**config.mk**
```make
export PLATFORM = sky130hd
export DESIGN_NAME = elastic_config_loader
export DESIGN_NICKNAME = d
export VERILOG_FILES = /design/src/rtl/elastic_loader_pkg.sv /design/src/rtl/elastic_exec_timer.sv /design/src/rtl/elastic_config_loader.sv
export SDC_FILE = /design/constraint.sdc
export NUM_CORES = 1
export LEC_CHECK = 0
export CELL_PAD_IN_SITES_DETAIL_PLACEMENT = 1
export CELL_PAD_IN_SITES_GLOBAL_PLACEMENT = 1
export CORE_MARGIN = 4
export CORE_UTILIZATION = 39
export DETAILED_ROUTE_END_ITERATION = 10
export GPL_TIMING_DRIVEN = 1
export PLACE_DENSITY_LB_ADDON = 0.1
export SLEW_MARGIN = 20
export SYNTH_ARGS = -nofsm -noshare
export SYNTH_HDL_FRONTEND = slang
export SYNTH_SLANG_ARGS = --single-unit
```
**constraint.sdc**
```tcl
create_clock -name clk -period 5.68 [get_ports clk]
set_input_delay 0.568 -clock clk [delete_from_list [all_inputs] [get_ports clk]]
set_output_delay 0.568 -clock clk [all_outputs]
set_load 0.02 [all_outputs]
```
**src/rtl/elastic_loader_pkg.sv**
```systemverilog
// elastic_loader_pkg
//   Shared definitions for the ElasticPE config loader and its bench:
//   default width constants, the loader state enum, the config record
//   struct and the per-record checksum term.
package elastic_loader_pkg;

    localparam int DEF_PE_NUM                  = 16;
    localparam int DEF_CONTEXT_SIZE            = 8;
    localparam int DEF_CONTEXT_SIZE_BIT_LENGTH = 3;
    localparam int DEF_INPUT_NUM_BIT_LENGTH    = 3;
    localparam int DEF_NEIGHBOR_PE_NUM         = 4;
    localparam int DEF_OPERATION_BIT_LENGTH    = 4;
    localparam int DEF_DATA_WIDTH              = 32;
    localparam int DEF_CYCLE_WIDTH             = 32;

    typedef enum logic [2:0] {
        ST_IDLE,
        ST_LOAD,
        ST_START,
        ST_RUN,
        ST_DONE
    } ldr_state_t;

    typedef struct packed {
        logic [DEF_DATA_WIDTH-1:0]           cst;
        logic [DEF_OPERATION_BIT_LENGTH-1:0] op;
        logic [DEF_NEIGHBOR_PE_NUM-1:0]      out_mask;
        logic [DEF_INPUT_NUM_BIT_LENGTH-1:0] in2;
        logic [DEF_INPUT_NUM_BIT_LENGTH-1:0] in1;
    } cfg_rec_t;

    // Constant XOR the zero-extended packed control fields.
    function automatic logic [DEF_DATA_WIDTH-1:0] rec_term(input cfg_rec_t r);
        return r.cst ^ DEF_DATA_WIDTH'({r.op, r.out_mask, r.in2, r.in1});
    endfunction

endpackage

```
**src/rtl/elastic_exec_timer.sv**
```systemverilog
// elastic_exec_timer
//   Loadable down-counter timing the execution window.
//   load/load_value : preset the count (load wins over enable)
//   enable          : count down one per cycle
//   tc              : terminal count, high while enabled with count at 0
module elastic_exec_timer #(
    parameter int CYCLE_WIDTH = 32
) (
    input  logic                   clk,
    input  logic                   reset_n,
    input  logic                   load,
    input  logic [CYCLE_WIDTH-1:0] load_value,
    input  logic                   enable,
    output logic                   tc
);
    logic [CYCLE_WIDTH-1:0] count;

    always_ff @(posedge clk or negedge reset_n) begin
        if (!reset_n)
            count <= '0;
        else if (load)
            count <= load_value;
        else if (enable && count != '0)
            count <= count - CYCLE_WIDTH'(1);
    end

    assign tc = enable && (count == '0);

endmodule

```
**src/rtl/elastic_config_loader.sv**
```systemverilog
// elastic_config_loader
//   Streams configuration records into an ElasticPE array's context memories,
//   then fires one start_exec pulse and times the execution window.
//   Inputs : load_req/abort control, context_max_id, exec_cycles,
//            expected_checksum, cfg_valid + cfg_* record fields
//   Outputs: cfg_ready, registered config_* fields, one-hot
//            write_config_data, config_index, mapping_context_max_id,
//            start_exec, busy, done, checksum_error
//   Optional: ELASTIC_CONFIG_LOADER_CHECKSUM_EN adds a record checksum that
//            must match expected_checksum before execution is started.
module elastic_config_loader
    import elastic_loader_pkg::*;
#(
    parameter int PE_NUM                  = DEF_PE_NUM,
    parameter int CONTEXT_SIZE            = DEF_CONTEXT_SIZE,
    parameter int CONTEXT_SIZE_BIT_LENGTH = DEF_CONTEXT_SIZE_BIT_LENGTH,
    parameter int INPUT_NUM_BIT_LENGTH    = DEF_INPUT_NUM_BIT_LENGTH,
    parameter int NEIGHBOR_PE_NUM         = DEF_NEIGHBOR_PE_NUM,
    parameter int OPERATION_BIT_LENGTH    = DEF_OPERATION_BIT_LENGTH,
    parameter int DATA_WIDTH              = DEF_DATA_WIDTH,
    parameter int CYCLE_WIDTH             = DEF_CYCLE_WIDTH
) (
    input  logic                               clk,
    input  logic                               reset_n,
    input  logic                               load_req,
    input  logic                               abort,
    input  logic [CONTEXT_SIZE_BIT_LENGTH-1:0] context_max_id,
    input  logic [CYCLE_WIDTH-1:0]             exec_cycles,
    input  logic [DATA_WIDTH-1:0]              expected_checksum,
    input  logic                               cfg_valid,
    output logic                               cfg_ready,
    input  logic [INPUT_NUM_BIT_LENGTH-1:0]    cfg_in_index_1,
    input  logic [INPUT_NUM_BIT_LENGTH-1:0]    cfg_in_index_2,
    input  logic [NEIGHBOR_PE_NUM-1:0]         cfg_out_mask,
    input  logic [OPERATION_BIT_LENGTH-1:0]    cfg_op,
    input  logic [DATA_WIDTH-1:0]              cfg_const,
    output logic [INPUT_NUM_BIT_LENGTH-1:0]    config_input_PE_index_1,
    output logic [INPUT_NUM_BIT_LENGTH-1:0]    config_input_PE_index_2,
    output logic [NEIGHBOR_PE_NUM-1:0]         config_output_PE_index,
    output logic [OPERATION_BIT_LENGTH-1:0]    config_op,
    output logic [DATA_WIDTH-1:0]              config_const_data,
    output logic [PE_NUM-1:0]                  write_config_data,
    output logic [CONTEXT_SIZE_BIT_LENGTH-1:0] config_index,
    output logic [CONTEXT_SIZE_BIT_LENGTH-1:0] mapping_context_max_id,
    output logic                               start_exec,
    output logic                               busy,
    output logic                               done,
    output logic                               checksum_error
);
    localparam int CB   = CONTEXT_SIZE_BIT_LENGTH;
    localparam int PE_W = (PE_NUM > 1) ? $clog2(PE_NUM) : 1;
    localparam logic [PE_W-1:0] LAST_PE = PE_W'(PE_NUM - 1);
    localparam logic [CB-1:0]   MAX_CTX = CB'(CONTEXT_SIZE - 1);

    ldr_state_t           state, state_nxt;
    logic [PE_W-1:0]      pe_cnt;
    logic [CB-1:0]        ctx_cnt;
    logic [CB-1:0]        max_in;
    logic [CYCLE_WIDTH-1:0] exec_len;
    logic                 hs, last_rec, accept, chk_ok;
    logic                 tmr_load, tmr_tc;

    assign cfg_ready = (state == ST_LOAD);
    assign busy      = (state != ST_IDLE);
    assign hs        = cfg_valid && cfg_ready;
    assign last_rec  = hs && (pe_cnt == LAST_PE) && (ctx_cnt == mapping_context_max_id);
    assign accept    = (state == ST_IDLE) && load_req && !abort;
    assign max_in    = (context_max_id > MAX_CTX) ? MAX_CTX : context_max_id;

    always_ff @(posedge clk or negedge reset_n) begin
        if (!reset_n) state <= ST_IDLE;
        else          state <= state_nxt;
    end

    always_comb begin
        state_nxt = state;
        tmr_load  = 1'b0;
        case (state)
            ST_IDLE:  if (load_req) state_nxt = ST_LOAD;
            ST_LOAD:  if (last_rec) state_nxt = chk_ok ? ST_START : ST_DONE;
            ST_START: begin
                tmr_load  = 1'b1;
                state_nxt = (exec_len == '0) ? ST_DONE : ST_RUN;
            end
            ST_RUN:   if (tmr_tc) state_nxt = ST_DONE;
            ST_DONE:  state_nxt = ST_IDLE;
            default:  state_nxt = ST_IDLE;
        endcase
        if (abort) state_nxt = ST_IDLE;
    end

    // RUN lasts exec_len cycles: preset to exec_len-1, terminal at 0.
    elastic_exec_timer #(.CYCLE_WIDTH(CYCLE_WIDTH)) u_timer (
        .clk        (clk),
        .reset_n    (reset_n),
        .load       (tmr_load),
        .load_value (exec_len - CYCLE_WIDTH'(1)),
        .enable     (state == ST_RUN),
        .tc         (tmr_tc)
    );

    // start_exec/done are registered off the state so that the final strobe
    // lands a full cycle before start_exec.
    always_ff @(posedge clk or negedge reset_n) begin
        if (!reset_n) begin
            pe_cnt                  <= '0;
            ctx_cnt                 <= '0;
            exec_len                <= '0;
            mapping_context_max_id  <= '0;
            write_config_data       <= '0;
            config_index            <= '0;
            config_input_PE_index_1 <= '0;
            config_input_PE_index_2 <= '0;
            config_output_PE_index  <= '0;
            config_op               <= '0;
            config_const_data       <= '0;
            start_exec              <= 1'b0;
            done                    <= 1'b0;
        end else begin
            write_config_data <= '0;
            start_exec        <= (state == ST_START) && !abort;
            done              <= (state == ST_DONE) && !abort;
            if (accept) begin
                mapping_context_max_id <= max_in;
                exec_len               <= exec_cycles;
                pe_cnt                 <= '0;
                ctx_cnt                <= '0;
            end else if (hs && !abort) begin
                write_config_data       <= PE_NUM'(1) << pe_cnt;
                config_index            <= ctx_cnt;
                config_input_PE_index_1 <= cfg_in_index_1;
                config_input_PE_index_2 <= cfg_in_index_2;
                config_output_PE_index  <= cfg_out_mask;
                config_op               <= cfg_op;
                config_const_data       <= cfg_const;
                if (pe_cnt == LAST_PE) begin
                    pe_cnt  <= '0;
                    ctx_cnt <= ctx_cnt + CB'(1);
                end else begin
                    pe_cnt <= pe_cnt + PE_W'(1);
                end
            end
        end
    end

`ifdef ELASTIC_CONFIG_LOADER_CHECKSUM_EN
    logic [DATA_WIDTH-1:0] chk_acc, chk_nxt, rec_term_v;
    logic                  chk_err;

    assign rec_term_v = cfg_const ^ DATA_WIDTH'({cfg_op, cfg_out_mask, cfg_in_index_2, cfg_in_index_1});
    assign chk_nxt    = chk_acc + rec_term_v;
    // Compared including the record being accepted this cycle.
    assign chk_ok     = (chk_nxt == expected_checksum);

    always_ff @(posedge clk or negedge reset_n) begin
        if (!reset_n) begin
            chk_acc <= '0;
            chk_err <= 1'b0;
        end else if (accept) begin
            chk_acc <= '0;
            chk_err <= 1'b0;
        end else if (hs && !abort) begin
            chk_acc <= chk_nxt;
            if (last_rec && !chk_ok) chk_err <= 1'b1;
        end
    end

    assign checksum_error = chk_err;
`else
    logic unused_checksum;
    assign unused_checksum = ^expected_checksum;
    assign chk_ok          = 1'b1;
    assign checksum_error  = 1'b0;
`endif

endmodule

```
==> summary.txt <==
Run status
  – Outcome: complete, no violations

Worst setup path
  – Critical path type: register to register
  – Crit-path cells: or3b_1, mux2i_1, ha_1, nor4b_1, nand4_1, o22ai_2, nand3_2, xor2_1, a211oi_1
  – R2R cell count: 9
  – Reg2reg setup slack: 1.45 ns
  – Crit path largest cell delay: 0.85 ns
  – Worst Path Arrival: 4.57 ns
  – Crit path launch type: register
  – CP Capture Type: register
  – CP Launch Point: state[0]
  – Worst path required time: 6.02 ns
  – Crit Reg-Reg Startpoint: state[0]
  – Critical path peak fanout: 24
  – CP max-delay cell: or3b_1
  – R2R Path End: u_timer.count[30]

CTS
  – Root Buffer: clkbuf_16
  – Clk Latency, worst-skew pair: 0.43 ns
  – CTS H-tree depth: 4
  – Inserted Clock Buffers: 17
  – Post-CTS sizing: 0
  – Clock Tree Buf Depth: 2
  – CTS sink count: 144
  – CTS tree: yes
  – Post-CTS Hold Fix Bufs: 0
  – Setup bufs post-CTS: 0
  – CTS clock-pin slew for the worst setup and hold paths: 0.07 ns

GRT
  – M2 GR Usage: 37.78%
  – Total grt overflow: 0
  – Met3 GRT Util: 9.351%
  – GR Util met1: 26.08%
  – Global-route wire length before repair: 36600 um
  – Total track usage: 22.32%
  – Vias in the first global route: 7135
  – Pin count of the biggest net entering global routing: 99
  – Grt peak-use layer: met2
  – Initial antenna violation count: 1

Power and ir drop
  – Switching share of total power: 36.22%
  – Pwr dens: 419.5 mW/mm^2
  – Peak VDD IR: 0.2255 mV
  – Leakage: 0.004336 uW
  – Psw: 1450 uW
  – Post-layout total power: 4002 uW
  – Internal power: 2552 uW
  – Register share of total power: 39.9%
  – Clock power share: 29.8%
  – Logic pwr share: 30.4%

Cells and area
  – Diodes inserted: 0
  – Area grow syn2layout: 32.54%
  – Nets: 1070
  – Layout cell share with drive strength beyond 1: 5.747%

Floorplan
  – Core footprint: 0.01809 mm^2
  – Die Y: 143.9 um
  – Initial Util: 39.80%
  – Top-Level Pins: 191
  – Horiz. Die Dim: 143.9 um
  – Die area: 0.02069 mm^2
  – Row count: 49

Placed design
  – DP Worst Slack: 1.523 ns
  – HPWL Detailed: 15410 um
  – Port Buffer Count: 157
  – Placer congestion estimate: 0.8615

Yosys
  – Synth top area share: 50.06%
  – Yosys synthesis warning count: 0
  – Synth top cells by count: nand2_1 (293), dfrtp_1 (144), nor2_1 (38)
  – Post-Syn Area per Cell: 8.975 um^2
  – Most numerous cell in the Yosys netlist: nand2_1
  – Yosys top cell by area: dfrtp_1
  – Synthesized instance count: 802
  – Seq/Total Area, Yosys: 50.06%
  – Synthesized Nets: 928
  – Synth Register Bits: 144
  – Synthesized area: 0.007198 mm^2
  – Number of synthesized flops with an enable pin: 0
  – Synth Flop Type: dfrtp_1
  – FFs w/ async S/R, synth: 100.0%
  – Distinct cells, synth: 74
  – Synth area leaders: dfrtp_1 (50%), nand2_1 (15%), xor2_1 (4.0%), mux2i_1 (2.2%), nor2_1 (2.0%)

Route
  – WL/cell: 18.56 um
  – Antenna Nets Post-Route: 0
  – Drt first-iter violations: 270
  – Pre-antenna DRT Iters: 4
  – Total wire length: 22010 um
  – Residual DRC: 0
  – Vias: 6340
  – Via density: 5.346

Timing
  – Final min period: 4.230 ns
  – Clk_skew: 0.01179 ns
  – Post-route setup slack: 1.450 ns
  – Period Utilization, post-route: 74.46%
  – Least-Margin Pin Slew: 1.045 ns
  – RSZ-0062 raised after global routing: false
  – WHS: 0.1938 ns
  – Final Hold Viols: 0
  – Max Slew Vio Count: 0
  – Max frequency: 236.4 MHz
  – Slew headroom: 30.36%
  – Final setup TNS: 0 ns
  – # setup viols final: 0

Min path
  – Tightest Hold Check Type: input pin to asynchronous set/reset pin

Job
  – Max Cap Viol: 0
## metrics by stage
stage / util, % / instance area, um^2 / cells
finish: 52.75 / 9540 / 1186
global route: 52.75 / 9540 / 1186
CTS: 52.75 / 9540 / 1186
detailed placement: 49.32 / 8920 / 1154
global placement: 49.32 / 8920 / 1154
floorplan: - / 7198 / 802
## power by group through the flow
stage / clock network, uW / registers (uW) / logic [uW]
finish: 1190 / 1600 / 1210
global route: 1270 / 1640 / 1340
CTS: 1220 / 1590 / 1230
detailed placement: 0 / 1600 / 1210
global placement: 0 / 1590 / 1170
floorplan: 0 / 1660 / 601
## kinds of logic (layout without fill, tap and decap cells)
kind of cell / Yosys count / in the layout / synth area share, %
xor gates and xnor gates: 46 / 46 / 5.597
AOI/OAI and AO/OA: 74 / 74 / 8.153
and+or+nand+nor: 463 / 463 / 29.10
muxes: 18 / 18 / 2.538
adders and majority gates: 8 / 8 / 1.391
DFF: 144 / 144 / 50.06
buffers and inverters: 48 / 203 / 3.111
other: 1 / 1 / 0.05210
## worst max-delay path: cells and delay by family (launching register included)
kind                     cells  cell delay, ns
flip-flops                   1            0.65
multiplexers                 1            0.33
AND/OR/NAND/NOR              4            1.75
adder cells (fa/ha/maj)      1            0.37
AO/OA/AOI/OAI                2            0.84
XOR/XNOR                     1            0.19
## metal layers
metal / up-vias / routed length [um]
met1: 3170 / 9089
met5: - / 8
met3: 30 / 1574
li1: 3002 / -
met2: 136 / 11000
met4: 2 / 345
## cell type report
class / count / area, um^2
clock buffer: 19 / 442.9
fill: 2073 / 8546
multi-input combinational: 610 / 3378
tap: 229 / 286.5
timing repair buffer: 164 / 1625
sequential: 144 / 3603
clock inverter: 13 / 177.7
inverter: 7 / 26.28
## worst max-delay path by stage
stage	slack, ns	depth (start not counted)	endpoint
2_1_floorplan	2.07	15	u_timer.count[30]
3_3_place_gp	1.73	9	u_timer.count[30]
3_5_place_dp	1.52	9	u_timer.count[30]
4_1_cts	1.48	9	u_timer.count[30]
5_1_grt	1.15	9	u_timer.count[30]
6_report	1.45	9	u_timer.count[30]
## sequential cells by signal (all words and copies together) (netlist names)
signal,cells
state,3
pe_cnt,4
done,1
mapping_context_max_id,3
start_exec,1
config_const_data,32
config_input_PE_index_1,3
ctx_cnt,3
write_config_data,16
u_timer.count,32
exec_len,32
config_output_PE_index,4
config_op,4
config_input_PE_index_2,3
config_index,3
## cells in the final DEF (no fill, tap or decap), types with 16 or more instances in the layout
cell type	instances
and3_1	16
clkbuf_16	17
clkdlybuf4s50_1	156
dfrtp_1	144
mux2i_1	16
nand2_1	293
nand3_1	24
nor2_1	38
nor3_1	27
xor2_1	33
(Power assumes the default switching activity.)
